--- src/rtl/corr_readout.sv ---
// ---------------------------------------------------------------------------
// corr_readout
// Dumps every bin of a correlator MAC bank to a byte-wide host link and can
// clear the bank once the dump has completed.
//
// Parameters
//   ADDR_W : bin address width; one dump covers 2**ADDR_W bins
//   RD_LAT : cycles from an rAddr change until rData is valid
//
// Ports
//   clk, rst_n          : rising-edge clock, asynchronous active-low reset
//   start, auto_clr     : one-cycle dump request; auto_clr is sampled with it
//   busy, done          : dump in progress / one-cycle completion pulse
//   read, rAddr, rData  : MAC bank read port (rData is 32-bit bin data)
//   clr                 : one-cycle clear request to the MAC bank
//   tx_data, tx_valid,  : byte stream to the host, valid/ready handshake,
//   tx_ready              32-bit words sent MSB first
//
// Build option
//   READOUT_HEADER_EN   : when defined, each dump is preceded by 0xA5 0x5A
// ---------------------------------------------------------------------------
module corr_readout #(
    parameter int ADDR_W = 7,
    parameter int RD_LAT = 3
) (
    input  logic              clk,
    input  logic              rst_n,
    input  logic              start,
    input  logic              auto_clr,
    output logic              busy,
    output logic              done,
    output logic              read,
    output logic [ADDR_W-1:0] rAddr,
    input  logic [31:0]       rData,
    output logic              clr,
    output logic [7:0]        tx_data,
    output logic              tx_valid,
    input  logic              tx_ready
);

    localparam logic [ADDR_W-1:0] LAST_ADDR = {ADDR_W{1'b1}};
    localparam int WAIT_CYC = (1 << ADDR_W) + 2;
    localparam int CNT_MAX  = (WAIT_CYC > RD_LAT + 1) ? WAIT_CYC : RD_LAT + 1;
    localparam int CNT_W    = $clog2(CNT_MAX + 1);
    // Bin 0 waits one extra cycle because read only rises on entry to ADDR.
    localparam logic [CNT_W-1:0] LAT_LAST      = CNT_W'(RD_LAT - 1);
    localparam logic [CNT_W-1:0] LAT_LAST_BIN0 = CNT_W'(RD_LAT);
    localparam logic [CNT_W-1:0] WAIT_LAST     = CNT_W'(WAIT_CYC - 1);

    typedef enum logic [2:0] {
        ST_IDLE    = 3'd0,
`ifdef READOUT_HEADER_EN
        ST_HDR     = 3'd1,
`endif
        ST_ADDR    = 3'd2,
        ST_SEND    = 3'd3,
        ST_CLR     = 3'd4,
        ST_CLRWAIT = 3'd5,
        ST_DONE    = 3'd6
    } state_t;

    state_t            state_r, state_s;
    logic              auto_clr_r, auto_clr_s;
    logic [23:0]       word_r, word_s;       // MSB byte goes straight to tx_data
    logic [1:0]        byte_cnt_r, byte_cnt_s;
    logic [CNT_W-1:0]  cnt_r, cnt_s;
    logic              busy_s, done_s, read_s, clr_s, tx_valid_s;
    logic [ADDR_W-1:0] raddr_s;
    logic [7:0]        tx_data_s;
`ifdef READOUT_HEADER_EN
    logic              hdr_sel_r, hdr_sel_s;
`endif

    // State and registered-output update.
    always_ff @(posedge clk or negedge rst_n) begin
        if (!rst_n) begin
            state_r    <= ST_IDLE;
            auto_clr_r <= 1'b0;
            word_r     <= 24'h0;
            byte_cnt_r <= 2'd0;
            cnt_r      <= '0;
            busy       <= 1'b0;
            done       <= 1'b0;
            read       <= 1'b0;
            clr        <= 1'b0;
            rAddr      <= '0;
            tx_data    <= 8'h00;
            tx_valid   <= 1'b0;
`ifdef READOUT_HEADER_EN
            hdr_sel_r  <= 1'b0;
`endif
        end else begin
            state_r    <= state_s;
            auto_clr_r <= auto_clr_s;
            word_r     <= word_s;
            byte_cnt_r <= byte_cnt_s;
            cnt_r      <= cnt_s;
            busy       <= busy_s;
            done       <= done_s;
            read       <= read_s;
            clr        <= clr_s;
            rAddr      <= raddr_s;
            tx_data    <= tx_data_s;
            tx_valid   <= tx_valid_s;
`ifdef READOUT_HEADER_EN
            hdr_sel_r  <= hdr_sel_s;
`endif
        end
    end

    // Next-state and next-output logic.
    always_comb begin
        state_s    = state_r;
        auto_clr_s = auto_clr_r;
        word_s     = word_r;
        byte_cnt_s = byte_cnt_r;
        cnt_s      = cnt_r;
        busy_s     = busy;
        done_s     = 1'b0;
        read_s     = read;
        clr_s      = 1'b0;
        raddr_s    = rAddr;
        tx_data_s  = tx_data;
        tx_valid_s = tx_valid;
`ifdef READOUT_HEADER_EN
        hdr_sel_s  = hdr_sel_r;
`endif
        case (state_r)
            ST_IDLE: begin
                if (start) begin
                    auto_clr_s = auto_clr;
                    busy_s     = 1'b1;
                    raddr_s    = '0;
                    cnt_s      = '0;
`ifdef READOUT_HEADER_EN
                    state_s    = ST_HDR;
                    tx_valid_s = 1'b1;
                    tx_data_s  = 8'hA5;
                    hdr_sel_s  = 1'b0;
`else
                    state_s    = ST_ADDR;
                    read_s     = 1'b1;
`endif
                end else begin
                    state_s = ST_IDLE;
                end
            end
`ifdef READOUT_HEADER_EN
            ST_HDR: begin
                if (tx_valid && tx_ready) begin
                    if (!hdr_sel_r) begin
                        hdr_sel_s = 1'b1;
                        tx_data_s = 8'h5A;
                    end else begin
                        tx_valid_s = 1'b0;
                        read_s     = 1'b1;
                        cnt_s      = '0;
                        state_s    = ST_ADDR;
                    end
                end else begin
                    state_s = ST_HDR;
                end
            end
`endif
            ST_ADDR: begin
                if (cnt_r == ((rAddr == '0) ? LAT_LAST_BIN0 : LAT_LAST)) begin
                    word_s     = rData[23:0];
                    tx_data_s  = rData[31:24];
                    tx_valid_s = 1'b1;
                    byte_cnt_s = 2'd0;
                    state_s    = ST_SEND;
                end else begin
                    cnt_s = cnt_r + CNT_W'(1'b1);
                end
            end
            ST_SEND: begin
                if (tx_valid && tx_ready) begin
                    if (byte_cnt_r == 2'd3) begin
                        tx_valid_s = 1'b0;
                        if (rAddr != LAST_ADDR) begin
                            raddr_s = rAddr + ADDR_W'(1'b1);
                            cnt_s   = '0;
                            state_s = ST_ADDR;
                        end else begin
                            read_s = 1'b0;
                            if (auto_clr_r) begin
                                clr_s   = 1'b1;
                                state_s = ST_CLR;
                            end else begin
                                done_s  = 1'b1;
                                busy_s  = 1'b0;
                                state_s = ST_DONE;
                            end
                        end
                    end else begin
                        byte_cnt_s = byte_cnt_r + 2'd1;
                        case (byte_cnt_r)
                            2'd0:    tx_data_s = word_r[23:16];
                            2'd1:    tx_data_s = word_r[15:8];
                            default: tx_data_s = word_r[7:0];
                        endcase
                    end
                end else begin
                    state_s = ST_SEND;
                end
            end
            ST_CLR: begin
                cnt_s   = '0;
                state_s = ST_CLRWAIT;
            end
            ST_CLRWAIT: begin
                if (cnt_r == WAIT_LAST) begin
                    done_s  = 1'b1;
                    busy_s  = 1'b0;
                    state_s = ST_DONE;
                end else begin
                    cnt_s = cnt_r + CNT_W'(1'b1);
                end
            end
            ST_DONE: begin
                state_s = ST_IDLE;
            end
            default: begin
                state_s    = ST_IDLE;
                busy_s     = 1'b0;
                read_s     = 1'b0;
                tx_valid_s = 1'b0;
            end
        endcase
    end

endmodule
--- config.mk ---
export PLATFORM = sky130hd
export DESIGN_NAME = corr_readout
export DESIGN_NICKNAME = d
export VERILOG_FILES = /design/src/rtl/corr_readout.sv
export SDC_FILE = /design/constraint.sdc
export NUM_CORES = 1
export LEC_CHECK = 0
export ABC_CLOCK_PERIOD_IN_PS = 2250
export CORE_MARGIN = 4
export CORE_UTILIZATION = 50
export DETAILED_ROUTE_END_ITERATION = 10
export HOLD_SLACK_MARGIN = 0.06
export PLACE_DENSITY = 0.77
export SETUP_SLACK_MARGIN = 0.3
export SLEW_MARGIN = 30
export SYNTH_ARGS = -nofsm -noshare
export SYNTH_HDL_FRONTEND = slang
export SYNTH_SLANG_ARGS = --single-unit
--- constraint.sdc ---
create_clock -name clk -period 2.25 [get_ports clk]
set_clock_uncertainty 0.15 [all_clocks]
set_input_delay 0.45 -clock clk [delete_from_list [all_inputs] [get_ports clk]]
set_output_delay 0.45 -clock clk [all_outputs]
set_load 0.05 [all_outputs]
---- Word-level counts from Yosys, hierarchy flattened ----
Cells that the tools add are included.
storage, ports and cells
  register bits ........................... 58
  output and inout port bits .............. 20
  word-level logic and storage cells ...... 115
operators by class
  add/sub/neg operators ................... 3
  eq/ne operators ......................... 22
  multiplexer cells ....................... 56
  bitwise logic cells ..................... 3
  reduce and logical (&&, ||, !) cells .... 19
operators by type and width
  cell                   count
  $mux W8                9
  $pmux W8 S5            1
  $pmux W8 S2            2
  $mux W7                4
  $mux W1                23
  $ne A2 B2 Y1 const B   11
  $mux W3                5
  $pmux W3 S5            1
  $pmux W7 S2            1
  $reduce_and A7 Y1      2
  $mux W2                5
  $reduce_and A5 Y1      2
  $eq A3 B3 Y1 const B   3
  $add A8 B1 Y8 const B  1
  $eq A8 B2 Y1           1
  $eq A8 B8 Y1 const B   1
  $reduce_and A4 Y1      2
  $reduce_or A4 Y1       2
  $add A7 B1 Y7 const B  1
  $logic_not A7 Y1       1
  $ne A7 B7 Y1 const B   1
  $eq A3 B2 Y1 const B   2
  $pmux W1 S3            2
  $reduce_bool A5 Y1     1
  15 further kinds       19

---- Depth between registers and ports, before layout ----
Gate-level depths: netlist of the first run.
  word-level depth ........................ 5
  depth in mapped cells ................... 9

---- Worst setup path before layout of the first run ----
OpenSTA, ideal clock, no wires.
  path kind ............................... register -> register
  from .................................... register rAddr[0]
  to ...................................... register cnt_r[1]
  library setup time ...................... 0.125 ns
  arrival ................................. 2.156 ns
  data required time ...................... 1.975 ns
  setup slack ............................. -0.181 ns
  stages on the path, launching flop included .. 9
  period minus slack after synthesis ...... 2.431 ns
  cells stage by stage .................... dfrtp_1 > inv_1 > ha_1 > nor2b_1 > a21bo_2 > and3_1 > buf_6 > nor3_2 > mux2_4
on the way
  cells in the longest elaborated chain, start to end .. 5
RTL lines
  what                                  line  text
  from (decl)                           33    output logic [ADDR_W-1:0] rAddr,
  from (signal assigned)                102   rAddr <= raddr_s;
  $logic_not A7 Y1                      166   if (cnt_r == ((rAddr == '0) ? LAT_LAST_BIN0 : LAT_LAST)) begin
  $mux W1                               166
  $eq A8 B2 Y1                          166
  $ne A2 B2 Y1 (no source line)         n/a
  $reduce_and A7 Y1 (no source line) *  n/a
  to (signal assigned)                  97    cnt_r <= cnt_s;
  to (decl)                             66    logic [CNT_W-1:0] cnt_r, cnt_s;
Every way passes the cells marked *; elsewhere a longest branch is shown, timed or not.
A chain may end at the register's enable or synchronous reset.

---- Worst setup path in the final report of the first run ----
  from .................................... register state_r[1]
  to ...................................... register state_r[1]
on the way
  cells in the longest elaborated chain, start to end .. 3
RTL lines
  what                                                           line  text
  from (decl)                                                    62    state_t state_r, state_s;
  from (signal assigned)                                         93    state_r <= state_s;
  $eq A3 B2 Y1 or $eq A3 B3 Y1 (tied branches)                   128   case (state_r)
  $ne A3 B3 Y1 (no source line) or $ne A2 B2 Y1 (tied branches)  n/a
  $reduce_and A3 Y1 (no source line)                             n/a
Several ways; a longest one is shown, not always the timed one.

==> flow_metrics.tcl, run 1 <==
set metrics [dict create \
    critical_path_class "register to register" \
    placed_cell_area_mm2 0.00392 \
    power_leakage_nw 1.95 \
    p_clk_frac 0.463 \
    ys_top_cells_by_count "96 x nand2_1, 58 x dfrtp_1, 22 x nor2_1" \
    crit_fanout 10 \
    hpwl_mm 5.78 \
    register_area_mm2 0.00146 \
    setup_tns_ns 0 \
    synth_edf_count 0 \
    p_total_mw 2.15 \
    status "completed" \
    tightest_slew_ns 0.503 \
    globalRoute.totalOverflow 0 \
    yosysTopAreaCell "dfrtp_1" \
    synth_seq_area_share 0.472 \
    drc 0 \
    cp.arrival_ns 2.13 \
    drive_gt1_frac 0.270 \
    fp-row-count 28 \
    port_buffers 56 \
    clockBufferDepth 2 \
    drt_iter0_markers 235 \
    required_ns 2.30 \
    dr.pass1.iters 5 \
    start_kind "register" \
    fmax_ghz 0.481 \
    slew_headroom 0.666 \
    path_clk_slew_ns 0.07 \
    cp-end-kind "register" \
    avgSynthCellArea_um2 8.95 \
    hold_viol_final 0 \
    ys_seq_elements 58 \
    drt-total-wl_mm 8.84 \
    area_delta_synth_final_pct 45.0 \
    design_area_mm2 0.00446 \
    critPathTopFamily "compound AO/OA/AOI/OAI gates" \
    antenna_found_initial 0 \
    yosysWarnings 0 \
    gp_congestion 0.891 \
    grt_max_degree 40 \
    p_seq_frac 0.488 \
    rsz0062_at_grt "true" \
    cp_common_cell "inv_1" \
    antenna_cells 0 \
    syn_nets 389 \
    start_util 0.517 \
    cts_made_buffers 9 \
    setup_viol 0 \
    cts_sinks 58 \
    grt_pass1_vias 2805 \
    ir_drop_uv 426 \
    avgRoutedWirePerCell_um 17.3 \
    vias_per_cell 5.82 \
    h-tree-depth 3 \
    cp_cell_sequence "buf_4, inv_1, ha_4, inv_1, a22oi_1, a311oi_1, o41a_1" \
    synth_top_area_share 0.472 \
    yosys-top-cells-area "dfrtp_1 47%, nand2_1 12%, ha_1 3.3%, nand3_1 3.3%, mux2_2 2.9%" \
    cts_tree "built" \
    grt_usage 0.233 \
    synth_cells 344 \
    worstSkewPairLatency_ns 0.33 \
    ys_types 56 \
    netSwitchingFraction 0.217 \
    fin_crit_sh 0.924 \
    p_int_mw 1.68 \
    grt_pass1_wl_mm 13.8 \
    io_pins 57 \
    crit_slowest_cell "dfrtp_1" \
    synth.most_common_cell "nand2_1" \
    worst-path-buf-inv 3 \
    async_flop_share 1.00 \
    min_path_type "register to register" \
    drv_cap 0 \
    synthesis.area_mm2 0.00308 \
    final_cells 512 \
    p_switching_mw 0.465 \
    die_area_mm2 0.00748 \
    core-area_mm2 0.00596 \
    num-fill-cells 404 \
    die_w_um 86.5 \
    drtAntennaViolNets 0 \
    multi_input_area_mm2 0.00179 \
    maxSlewViolCount 0 \
    power_density_mw_per_mm2 481 \
    nNetsFinal 477 \
    dp.cells 482 \
    combinationalPowerShare 0.050 \
    vias 2980 \
    cts_root_buf "clkbuf_8" \
    period_minus_slack_ns 2.08 \
    die_h_um 86.5 \
    ys.flop_type "dfrtp_1" \
    utilization 0.749 \
    cpPeakStageDelay_ns 0.43 \
]
## through the flow
| step | setup WS [ns] | hold slack (ns) |
|---|---|---|
| floorplan | 0.0877 | 0.00441 |
| global placement | -0.0262 | 0.273 |
| detailed placement | -0.0745 | 0.278 |
| CTS | 0.157 | 0.332 |
| global route | 0.107 | 0.352 |
| finish | 0.172 | 0.331 |
## what timing repair did
item / in CTS / in global routing
pin swaps: 12 / 18
gates resized for setup: 45 / 33
cloned: 0 / 1
hold buffers: 1 / 0
endpoints found under the hold margin: 19 / 0
endpoints found under the setup margin: 71 / 58
buffers inserted: 7 / 5
## cells by family after synthesis
family	count (synthesis)	share of synthesized area
flops	58	0.472
simple gates	171	0.259
xor+xnor	4	0.0114
buf+inv	27	0.0386
mux	11	0.0407
fa+ha+maj	8	0.0325
compound gates	65	0.147
## power groups by stage
stage               clock, mW  combinational, mW  sequential (mW)
floorplan                   0             0.0104             1.07
global placement            0              0.106             1.07
detailed placement          0              0.107             1.07
CTS                      1.00              0.109             1.05
global route             1.05              0.118             1.05
finish                  0.993              0.107             1.05
## metal layers
metal | up-vias | wire length, um | GRT usage
met5 | - | 0 | 0
met4 | 0 | 231 | 0.0921
met3 | 22 | 495 | 0.0409
met2 | 130 | 4290 | 0.369
met1 | 1446 | 3820 | 0.317
li1 | 1382 | - | -
## cell usage in the layout, fill, tap and decap left out, types with 4 or more instances in the layout
cell              n
buf_4            30
clkdlybuf4s50_1  35
a21oi_1           8
xnor2_1           4
a21o_1            4
nand2_1          92
o21ai_0           6
dfrtp_2           8
mux2_4            9
dlygate4sd2_1    16
clkbuf_8         11
nand3_1          18
nor2_1           20
dfrtp_1          50
a31oi_1           8
inv_1             9
a22oi_1          10
o21ai_1           4
ha_1              4
buf_12            4
## cell type report
class | count | share of cell area
flip-flops and latches | 58 | 0.328
repair buffers | 93 | 0.195
multi-input cells | 259 | 0.401
clock buffers | 12 | 0.0348
inverters | 11 | 0.00925
clock inverters | 4 | 0.0112
well taps | 75 | 0.0210
## worst register-to-register path: cells and delay by family (launching register included)
kind	cells	cell delay [ns]
adder cells (fa/ha/maj)	1	0.32
AO/OA/AOI/OAI	3	0.62
flip-flops	1	0.43
buffers and inverters	3	0.44
## registers in the layout, summed over array words and instances, names as in the netlist
| name | flops |
|---|---|
| word_r | 24 |
| cnt_r | 8 |
| tx_data | 8 |
| rAddr | 7 |
| state_r | 3 |
| byte_cnt_r | 2 |
| auto_clr_r | 1 |
| busy | 1 |
| clr | 1 |
| done | 1 |
| read | 1 |
| tx_valid | 1 |
## worst paths after layout
check	startpoint	end	slack [ns]	cells past startpoint
min	read$_DFFE_PN0P_	read$_DFFE_PN0P_	0.33	1
max	state_r[1]$_DFFE_PN0P_	state_r[1]$_DFFE_PN0P_	0.17	7
min in group asynchronous	rst_n	word_r[22]$_DFFE_PN0P_	0.43	2
max reg2reg	state_r[1]$_DFFE_PN0P_	state_r[1]$_DFFE_PN0P_	0.17	7
max in group asynchronous	rst_n	tx_valid$_DFFE_PN0P_	0.92	3
min reg2reg	read$_DFFE_PN0P_	read$_DFFE_PN0P_	0.33	1
Power figures use the tool's default switching activity.
==> run 2, diff against run 1 <==
--- a/config.mk
+++ b/config.mk
@@ -12,7 +12,7 @@
 export HOLD_SLACK_MARGIN = 0.06
 export PLACE_DENSITY = 0.77
 export SETUP_SLACK_MARGIN = 0.3
-export SLEW_MARGIN = 30
+export SLEW_MARGIN = 20
 export SYNTH_ARGS = -nofsm -noshare
 export SYNTH_HDL_FRONTEND = slang
 export SYNTH_SLANG_ARGS = --single-unit
==> results of run 2 <==
No change in the layout: final DEF, timing and power equal those of run 1.
==> run 3, diff against run 2 <==
--- a/config.mk
+++ b/config.mk
@@ -10,6 +10,7 @@
 export CORE_UTILIZATION = 50
 export DETAILED_ROUTE_END_ITERATION = 10
 export HOLD_SLACK_MARGIN = 0.06
+export MAX_ROUTING_LAYER = met4
 export PLACE_DENSITY = 0.77
 export SETUP_SLACK_MARGIN = 0.3
 export SLEW_MARGIN = 20
==> run 3 against run 2 <==
Compared with the run above:
- critical path type unchanged
- flip-flop and latch count unchanged
- cell area up 0.17%
- global-route usage up 0.73 points
- sequential power about the same
- clock-buffer cell count unchanged
- worst setup slack worse by 0.0015 ns
- critical path depth unchanged
- via count up 0.54%
- hold slack better by 0.00087 ns
- largest cell class unchanged
- die area unchanged
==> flow_metrics.tcl, run 3 (synthesized netlist as in run 1, its figures left out) <==
set metrics [dict create \
    cp-end-kind "register" \
    drv_cap 0 \
    design_area_mm2 0.00447 \
    regMostFlops "word_r" \
    ir_drop_uv 400 \
    hpwl_mm 5.78 \
    core-area_mm2 0.00596 \
    clockBufferDepth 2 \
    die_w_um 86.5 \
    drt_iter0_markers 262 \
    cts_tree "built" \
    dr.pass1.iters 6 \
    period_minus_slack_ns 2.08 \
    grt_use_met2 0.369 \
    use_met1 0.318 \
    drive_gt1_frac 0.272 \
    io_pins 57 \
    placed_cell_area_mm2 0.00392 \
    crit_fanout 10 \
    start_util 0.517 \
    power_leakage_nw 1.96 \
    h-tree-depth 3 \
    start_kind "register" \
    multi_input_area_mm2 0.00179 \
    antenna_found_initial 0 \
    mostFrequentLayoutCells "92 x nand2_1, 50 x dfrtp_1, 35 x clkdlybuf4s50_1" \
    drc 0 \
    grt_pass1_wl_mm 13.8 \
    grt_max_degree 40 \
    min_path_type "register to register" \
    critical_path_class "register to register" \
    maxSlewViolCount 0 \
    required_ns 2.30 \
    globalRoute.totalOverflow 0 \
    setup_viol 0 \
    vias 2996 \
    num-fill-cells 401 \
    setup_tns_ns 0 \
    gp_congestion 0.906 \
    tightest_slew_ns 0.505 \
    antenna_cells 0 \
    use_met3 0.0409 \
    status "completed" \
    cts_root_buf "clkbuf_8" \
    top_usage_layer "met2" \
    grt_pass1_vias 2798 \
    port_buffers 56 \
    slew_headroom 0.665 \
    rrSetupSlack_ns 0.17 \
    cts_made_buffers 9 \
    power_density_mw_per_mm2 479 \
    final_common_cell "nand2_1" \
    utilization 0.750 \
    nNetsFinal 478 \
    p_total_mw 2.14 \
    fp-row-count 28 \
    largest_reg_flops 24 \
    whs_path_depth 2 \
    hold_viol_final 0 \
    grt_usage 0.240 \
    die_area_mm2 0.00748 \
    fmax_ghz 0.481 \
    fin_crit_sh 0.924 \
    avgRoutedWirePerCell_um 17.4 \
    register_area_mm2 0.00146 \
    drtAntennaViolNets 0 \
    cts_sinks 58 \
    rsz0062_at_grt "true" \
    drt-total-wl_mm 8.95 \
    cp.arrival_ns 2.13 \
    path_clk_slew_ns 0.06 \
    area_delta_synth_final_pct 45.2 \
    reg_top3 "word_r x24, cnt_r x8, tx_data x8" \
    die_h_um 86.5 \
    r2r_cells 7 \
    vias_per_cell 5.84 \
    worstSkewPairLatency_ns 0.33 \
]
## run 3: changes by cell type in the layout (fill, tap and decap cells not counted), sizes merged
cell	change
buf	+1
## run 3: final timing paths
kind | from | endpoint
max | state_r[1]$_DFFE_PN0P_ | state_r[1]$_DFFE_PN0P_
max reg2reg | state_r[1]$_DFFE_PN0P_ | state_r[1]$_DFFE_PN0P_
min in group asynchronous | rst_n | word_r[22]$_DFFE_PN0P_
max in group asynchronous | rst_n | tx_valid$_DFFE_PN0P_
min reg2reg | word_r[1]$_DFFE_PN0P_ | word_r[1]$_DFFE_PN0P_
min | word_r[1]$_DFFE_PN0P_ | word_r[1]$_DFFE_PN0P_
## run 3: timing repair
action	4_1_cts	5_1_grt
buffers inserted	7	6
hold endpoints to repair	19	0
pin swaps	12	18
resized for setup	45	33
setup endpoints to repair	71	58
cloned	0	1
hold buffers	1	0
## run 3: where the power goes
group / switching, mW / total (mW) / leakage (nW) / internal, mW
Clock: 0.419 / 0.989 / 0.0986 / 0.570
Sequential: 0.00193 / 1.05 / 0.614 / 1.04
Combinational: 0.0411 / 0.108 / 1.25 / 0.0664
## run 3: metrics by stage
stage / hold WS [ns] / instances / setup slack [ns]
floorplan: 0.00441 / 344 / 0.0877
global placement: 0.273 / 482 / -0.0262
detailed placement: 0.278 / 482 / -0.0745
CTS: 0.332 / 506 / 0.157
global route: 0.352 / 513 / 0.104
finish: 0.332 / 513 / 0.170
## run 3: metal layers
metal  part of all wire  up-vias
met3              0.057       26
met5                  0        -
met1               0.42     1452
met2               0.49      135
li1                   -     1383
met4              0.029        0
## run 3: area by class of cell
type                       count  share of cell area
sequential                    58               0.327
multi-input combinational    259               0.400
clock inverter                 4              0.0112
timing repair buffer          94               0.197
inverter                      11             0.00924
tap                           75              0.0210
clock buffer                  12              0.0347
## run 3: worst max-delay path: stages (launching register included)
cell	delay [ns]
dfrtp_1	0.43
buf_4	0.22
inv_1	0.16
ha_4	0.32
inv_1	0.06
a22oi_1	0.20
a311oi_1	0.09
o41a_1	0.33
